[src/rtl/tinker_fetch_unit_if.sv]
// Fetch unit bus bundle: instruction memory request/response, redirect input and decode-side queue head.
// master = fetch unit, slave = memory/control/decode environment.
interface tinker_fetch_unit_if #(
  parameter int QUEUE_DEPTH = 4
);
  localparam int CW = $clog2(QUEUE_DEPTH) + 1;

  logic          mem_req_valid;
  logic          mem_req_ready;
  logic [31:0]   mem_req_addr;
  logic          mem_resp_valid;
  logic [31:0]   mem_resp_data;
  logic          redirect_valid;
  logic [31:0]   redirect_pc;
  logic          inst_valid;
  logic          inst_ready;
  logic [31:0]   inst_data;
  logic [31:0]   inst_pc;
  logic [CW-1:0] queue_count;

  modport master (
    output mem_req_valid, mem_req_addr, inst_valid, inst_data, inst_pc, queue_count,
    input  mem_req_ready, mem_resp_valid, mem_resp_data, redirect_valid, redirect_pc, inst_ready
  );

  modport slave (
    input  mem_req_valid, mem_req_addr, inst_valid, inst_data, inst_pc, queue_count,
    output mem_req_ready, mem_resp_valid, mem_resp_data, redirect_valid, redirect_pc, inst_ready
  );
endinterface

[src/rtl/tinker_fetch_unit.sv]
// Instruction fetch front end: one outstanding request, registered instruction queue, redirect flush.
// Request-to-inst_valid >= 2 cycles; requests stall while the queue is full, head holds under inst_ready=0.
module tinker_fetch_unit #(
  parameter logic [31:0] RESET_PC    = 32'h0000_2000,
  parameter int          QUEUE_DEPTH = 4
) (
  input  logic              clk,
  input  logic              reset,
  tinker_fetch_unit_if.master bus
);
  localparam int PW = $clog2(QUEUE_DEPTH);
  localparam int CW = PW + 1;

  typedef enum logic [1:0] {
    IDLE    = 2'd0,
    WAIT    = 2'd1,
    DISCARD = 2'd2
  } state_t;

  state_t        r_state;
  state_t        w_state_nxt;
  logic [31:0]   r_fetch_pc;
  logic [31:0]   r_req_pc;
  logic [31:0]   r_data_q [QUEUE_DEPTH];
  logic [31:0]   r_pc_q   [QUEUE_DEPTH];
  logic [PW-1:0] r_wr_ptr;
  logic [PW-1:0] r_rd_ptr;
  logic [CW-1:0] r_count;

  logic w_not_full;
  logic w_req_fire;
  logic w_push;
  logic w_pop;
  logic w_unused_pc_lsb;

  assign w_unused_pc_lsb = ^bus.redirect_pc[1:0];

  assign w_not_full        = (r_count < CW'(QUEUE_DEPTH));
  assign bus.mem_req_valid = !reset && (r_state == IDLE) && w_not_full && !bus.redirect_valid;
  assign bus.mem_req_addr  = r_fetch_pc;
  assign w_req_fire        = bus.mem_req_valid && bus.mem_req_ready;

  assign w_push = (r_state == WAIT) && bus.mem_resp_valid && !bus.redirect_valid;

  assign bus.inst_valid  = (r_count != '0);
  assign bus.inst_data   = r_data_q[r_rd_ptr];
  assign bus.inst_pc     = r_pc_q[r_rd_ptr];
  assign bus.queue_count = r_count;
  assign w_pop           = bus.inst_valid && bus.inst_ready;

  // A response arriving in IDLE is a protocol error and is ignored.
  always_comb begin
    w_state_nxt = r_state;
    case (r_state)
      IDLE: begin
        if (w_req_fire) w_state_nxt = WAIT;
      end
      WAIT: begin
        if (bus.redirect_valid) w_state_nxt = bus.mem_resp_valid ? IDLE : DISCARD;
        else if (bus.mem_resp_valid) w_state_nxt = IDLE;
      end
      DISCARD: begin
        if (bus.mem_resp_valid) w_state_nxt = IDLE;
      end
      default: w_state_nxt = IDLE;
    endcase
  end

  always_ff @(posedge clk or posedge reset) begin
    if (reset) r_state <= IDLE;
    else       r_state <= w_state_nxt;
  end

  always_ff @(posedge clk or posedge reset) begin
    if (reset) begin
      r_fetch_pc <= RESET_PC & ~32'h3;
      r_req_pc   <= '0;
    end else begin
      if (bus.redirect_valid)  r_fetch_pc <= {bus.redirect_pc[31:2], 2'b00};
      else if (w_req_fire)     r_fetch_pc <= r_fetch_pc + 32'd4;
      if (w_req_fire)          r_req_pc   <= r_fetch_pc;
    end
  end

  // Redirect flushes the whole queue; a same-cycle pop is simply absorbed by the flush.
  always_ff @(posedge clk or posedge reset) begin
    if (reset) begin
      r_wr_ptr <= '0;
      r_rd_ptr <= '0;
      r_count  <= '0;
      for (int i = 0; i < QUEUE_DEPTH; i++) begin
        r_data_q[i] <= '0;
        r_pc_q[i]   <= '0;
      end
    end else if (bus.redirect_valid) begin
      r_wr_ptr <= '0;
      r_rd_ptr <= '0;
      r_count  <= '0;
    end else begin
      if (w_push) begin
        r_data_q[r_wr_ptr] <= bus.mem_resp_data;
        r_pc_q[r_wr_ptr]   <= r_req_pc;
        r_wr_ptr           <= r_wr_ptr + PW'(1);
      end
      if (w_pop) r_rd_ptr <= r_rd_ptr + PW'(1);
      r_count <= r_count + CW'(w_push) - CW'(w_pop);
    end
  end
endmodule

[src/flat_wrapper.sv]
// flat-port wrapper written by rule: the top's interface ports become plain ports
module tinker_fetch_unit_flat 
#(
  parameter logic [31:0] RESET_PC    = 32'h0000_2000,
  parameter int          QUEUE_DEPTH = 4
)
  (clk, reset, bus_mem_req_valid, bus_mem_req_addr, bus_inst_valid, bus_inst_data, bus_inst_pc, bus_queue_count, bus_mem_req_ready, bus_mem_resp_valid, bus_mem_resp_data, bus_redirect_valid, bus_redirect_pc, bus_inst_ready);
  tinker_fetch_unit_if #(.QUEUE_DEPTH(QUEUE_DEPTH)) bus_i ();
  input  logic clk;
  input  logic reset;
  output wire logic [$bits(bus_i.mem_req_valid)-1:0] bus_mem_req_valid;
  output wire logic [$bits(bus_i.mem_req_addr)-1:0] bus_mem_req_addr;
  output wire logic [$bits(bus_i.inst_valid)-1:0] bus_inst_valid;
  output wire logic [$bits(bus_i.inst_data)-1:0] bus_inst_data;
  output wire logic [$bits(bus_i.inst_pc)-1:0] bus_inst_pc;
  output wire logic [$bits(bus_i.queue_count)-1:0] bus_queue_count;
  input wire logic [$bits(bus_i.mem_req_ready)-1:0] bus_mem_req_ready;
  input wire logic [$bits(bus_i.mem_resp_valid)-1:0] bus_mem_resp_valid;
  input wire logic [$bits(bus_i.mem_resp_data)-1:0] bus_mem_resp_data;
  input wire logic [$bits(bus_i.redirect_valid)-1:0] bus_redirect_valid;
  input wire logic [$bits(bus_i.redirect_pc)-1:0] bus_redirect_pc;
  input wire logic [$bits(bus_i.inst_ready)-1:0] bus_inst_ready;
  assign bus_mem_req_valid = bus_i.mem_req_valid;
  assign bus_mem_req_addr = bus_i.mem_req_addr;
  assign bus_inst_valid = bus_i.inst_valid;
  assign bus_inst_data = bus_i.inst_data;
  assign bus_inst_pc = bus_i.inst_pc;
  assign bus_queue_count = bus_i.queue_count;
  assign bus_i.mem_req_ready = bus_mem_req_ready;
  assign bus_i.mem_resp_valid = bus_mem_resp_valid;
  assign bus_i.mem_resp_data = bus_mem_resp_data;
  assign bus_i.redirect_valid = bus_redirect_valid;
  assign bus_i.redirect_pc = bus_redirect_pc;
  assign bus_i.inst_ready = bus_inst_ready;
  tinker_fetch_unit #(.RESET_PC(RESET_PC), .QUEUE_DEPTH(QUEUE_DEPTH)) u_core (.clk(clk), .reset(reset), .bus(bus_i));
endmodule
[config.mk]
export PLATFORM = sky130hd
export DESIGN_NAME = tinker_fetch_unit_flat
export DESIGN_NICKNAME = d
export VERILOG_FILES = /design/src/rtl/tinker_fetch_unit_if.sv /design/src/rtl/tinker_fetch_unit.sv /design/src/flat_wrapper.sv
export SDC_FILE = /design/constraint.sdc
export NUM_CORES = 1
export LEC_CHECK = 0
export ABC_AREA = 0
export ABC_CLOCK_PERIOD_IN_PS = 13900
export CAP_MARGIN = 20
export CORE_MARGIN = 8
export CORE_UTILIZATION = 56
export DETAILED_ROUTE_END_ITERATION = 7
export PLACE_DENSITY = 0.8
export SLEW_MARGIN = 20
export SYNTH_ARGS = -nofsm -noshare
export SYNTH_HDL_FRONTEND = slang
export SYNTH_SLANG_ARGS = --single-unit
[constraint.sdc]
create_clock -name clk -period 13.9 [get_ports clk]
set_input_delay 1.39 -clock clk [delete_from_list [all_inputs] [get_ports clk]]
set_output_delay 1.39 -clock clk [all_outputs]
set_load 0.02 [all_outputs]
==> impl_metrics.ini <==
[outcome]
outcome = finished clean

[clocking]
tritoncts_num_sinks = 317
cts_hold_buf = 0
cts.clk_slew.worst_paths_ns = 0.06
htreeDepth = 2
worstSkewPairLatency_ns = 0.50
cts_buf_count = 35
clk_tree_root_cell = sky130_fd_sc_hd__clkbuf_16
ctsLongestPathBuffers = 3
postCtsResizedCells = 0
tritoncts = yes
post-cts-setup-buffer-count = 0

[floorplan]
floorplan.die.width_um = 174.3
floorplan.io_pins = 171
fp-row-count = 58
core_footprint_um2 = 24890
die_y_um = 174.3
die_area_um2 = 30380
starting_utilization_of_the_core_area_pct = 56.37

[timing]
final.period_utilization_pct = 34.01
rsz_0062_raised_after_global_routing = false
setup_violations = 0
tightest_pin_transition_ns = 1.076
finalCriticalPeriod_ns = 4.728
fin_skew_ns = 0.01291
finalSetupTns_ns = 0
drv_slew = 0
max-slew-margin-rel_pct = 28.19
clock.fmax_mhz = 211.5
timing_hold_violations_final = 0

[hold_path]
count_of_cells_along_the_worst_hold_path = 1
timing.hold.worst_endpoint = u_core.r_pc_q[56]
timing.hold.worst.start = u_core.r_pc_q[56]
type_of_the_worst_min_delay_path = register to register

[setup_path]
worst_setup_path_start_kind = primary input
slowest_stage = sky130_fd_sc_hd__or4_1
critPathRequiredTime_ns = 12.51
r2r_start = u_core.r_state[0]
rr_endpoint = u_core.r_data_q[19]
worst-endpoint-arrival_ns = 3.34
timing.critical_path.fanout_max = 46
ff2ff_setup_slack_ns = 11.02
setup.worst_path.class = primary input to output pin
r2r_cells = 5
worstSetupEndpointType = output pin
worstPathCellList = buf_2 > or4_1 > nor2_1 > clkdlybuf4s50_1
critPathMaxStageDelay_ns = 0.76

[logic_synthesis]
post-synth-top-area-cell = sky130_fd_sc_hd__dfrtp_1
synth.yosys.seq_area_share_pct = 56.55
ys_types = 45
synth_xor_xnor_area_share_pct = 0.4370
synth-adder-area-share_pct = 0.7669
synth_async_sr_flop_share_pct = 100.0
post_synthesis_instance_area_um2 = 14030
ys.flop_type = sky130_fd_sc_hd__dfrtp_1
synth-simple-area-share_pct = 7.000
synthesis.instances = 995
synth_top_family_by_area = multiplexers
synth_compound_gate_area_share_pct = 2.987
synth.area.mux_share_pct = 30.07
synth_edf_count = 0
synth_seq_cells = 317
synth_area_leaders = sky130_fd_sc_hd__dfrtp_1, sky130_fd_sc_hd__mux2_2, sky130_fd_sc_hd__mux4_2
syn_area_per_cell_um2 = 14.10
synth-warning-count = 0
synth_top_area_share_pct = 56.36

[global_route]
busiest_layer = met2
met2_global_route_usage_pct = 34.01
wire_length_of_the_first_global_routing_pass_um = 52350
grt_util_met3_pct = 4.903
grt_use_met1_pct = 29.58
grt_antenna_before_repair = 1
global_route.usage.total_pct = 21.31
grt_max_degree = 139
globalRouteOverflowTotal = 0
grt_pass1_vias = 9485

[layout]
fill_cells = 1725
mostFrequentLayoutCell = sky130_fd_sc_hd__dfrtp_1
layout-area-overhead-vs-synth_pct = 22.14
layout.cells.most_common_list = sky130_fd_sc_hd__dfrtp_1, sky130_fd_sc_hd__mux2_2, sky130_fd_sc_hd__clkdlybuf4s50_1, sky130_fd_sc_hd__nand2_1, sky130_fd_sc_hd__mux4_2
antenna_cells = 0
final_cell_count_no_fill = 1500
finalNetCount = 1222
drive_gt1_share_pct = 32.99

[drt]
drt_pass1_iterations = 5
post_drt_wl_per_cell_um = 21.42
viasPerCell = 5.877
drt-total-wl_um = 32140
antenna_violating_nets_post_route = 0
detailroute.via_count = 8816
detail_route.drc_violations = 0
detailedRoute.firstIterationViolations = 602

[pwr]
ir_drop_v = 0.0001152
p_per_area_nw_per_um2 = 173.4
static-leakage-power_nw = 8.075
design_power_total_mw = 2.971

[run]
cap_viol_max_count = 0

[place]
finalWeightedCongestion = 0.8035
dpl.cell_count = 1436
io_buffer_count = 164
dp_hpwl_um = 19520
-- flip-flops by register name (all words and copies together), names as in the netlist --
| signal | count |
|---|---|
| u_core.bus.queue_count | 3 |
| u_core.r_req_pc | 30 |
| u_core.r_state | 2 |
| u_core.r_wr_ptr | 2 |
| u_core.bus.mem_req_addr | 30 |
| u_core.r_data_q | 128 |
| u_core.r_rd_ptr | 2 |
| u_core.r_pc_q | 120 |
-- worst max-delay path, delay by kind of cell --
family,cells,cell delay (ns)
simple gates,2,0.91
buf+inv,2,1.03
-- kinds of logic (layout without fill, tap and decap cells) --
| group | Yosys count | count (layout) |
|---|---|---|
| AOI/OAI and AO/OA | 60 | 60 |
| xor gates and xnor gates | 7 | 7 |
| adders and majority gates | 8 | 8 |
| buffers and inverters | 73 | 245 |
| DFF | 317 | 317 |
| muxes | 313 | 313 |
| other | 1 | 4 |
| and+or+nand+nor | 216 | 216 |
-- layout make-up --
type	instances	area (µm²)	share of cell area (%)
Timing Repair Buffer	172	1717	10.02
Clock buffer	58	1135	6.622
Clock inverter	5	50.05	0.2920
Tap cell	330	412.9	2.409
Multi-Input combinational cell	608	5837	34.06
Inverter	10	45.04	0.2628
Sequential cell	317	7941	46.34
-- per-stage QoR --
stage | instance area (µm²) | utilization, % | hold WS (ns) | worst slack [ns]
floorplan | 14040 | - | 0.4739 | 3.740
global placement | 15930 | 63.98 | 0.4813 | 9.189
detailed placement | 15930 | 63.98 | 0.4873 | 9.206
CTS | 17110 | 68.74 | 0.5002 | 9.186
global route | 17140 | 68.85 | 0.5055 | 9.075
finish | 17140 | 68.85 | 0.4989 | 9.172
-- report_power, final --
part	total, mW	internal [mW]	switching [mW]
clock	0.924	0.574	0.350
sequential	1.22	1.07	0.150
combinational	0.832	0.453	0.379
total	2.97	2.09	0.879
-- worst max-delay path by stage --
stage | from | end | cells after the start
after global routing | bus_redirect_valid | bus_mem_req_valid | 4
final | bus_redirect_valid | bus_mem_req_valid | 4
after detailed placement | bus_redirect_valid | bus_mem_req_valid | 4
after CTS | bus_redirect_valid | bus_mem_req_valid | 4
after global placement | bus_redirect_valid | bus_mem_req_valid | 4
after floorplan | reset | u_core.bus.mem_req_addr[10] | 1
-- synthesized netlist by cell type, types with 7 or more instances --
library cell	instances
sky130_fd_sc_hd__clkbuf_1	39
sky130_fd_sc_hd__nor3_1	7
sky130_fd_sc_hd__nand3_1	20
sky130_fd_sc_hd__nand2_1	121
sky130_fd_sc_hd__nand4_1	15
sky130_fd_sc_hd__o21ai_0	16
sky130_fd_sc_hd__mux4_2	62
sky130_fd_sc_hd__nor2_1	26
sky130_fd_sc_hd__ha_1	7
sky130_fd_sc_hd__dfrtp_1	316
sky130_fd_sc_hd__mux2_2	248
sky130_fd_sc_hd__buf_1	8
sky130_fd_sc_hd__buf_2	11
sky130_fd_sc_hd__inv_1	9
sky130_fd_sc_hd__o211ai_1	7
sky130_fd_sc_hd__a21o_1	7
sky130_fd_sc_hd__o311ai_0	7
-- per-layer routing --
metal,vias up,share of wire [%]
met4,2,1.1
met2,273,48
met5,-,0.040
met1,4556,44
met3,34,6.5
li1,3951,-
(Power assumes the default switching activity.)
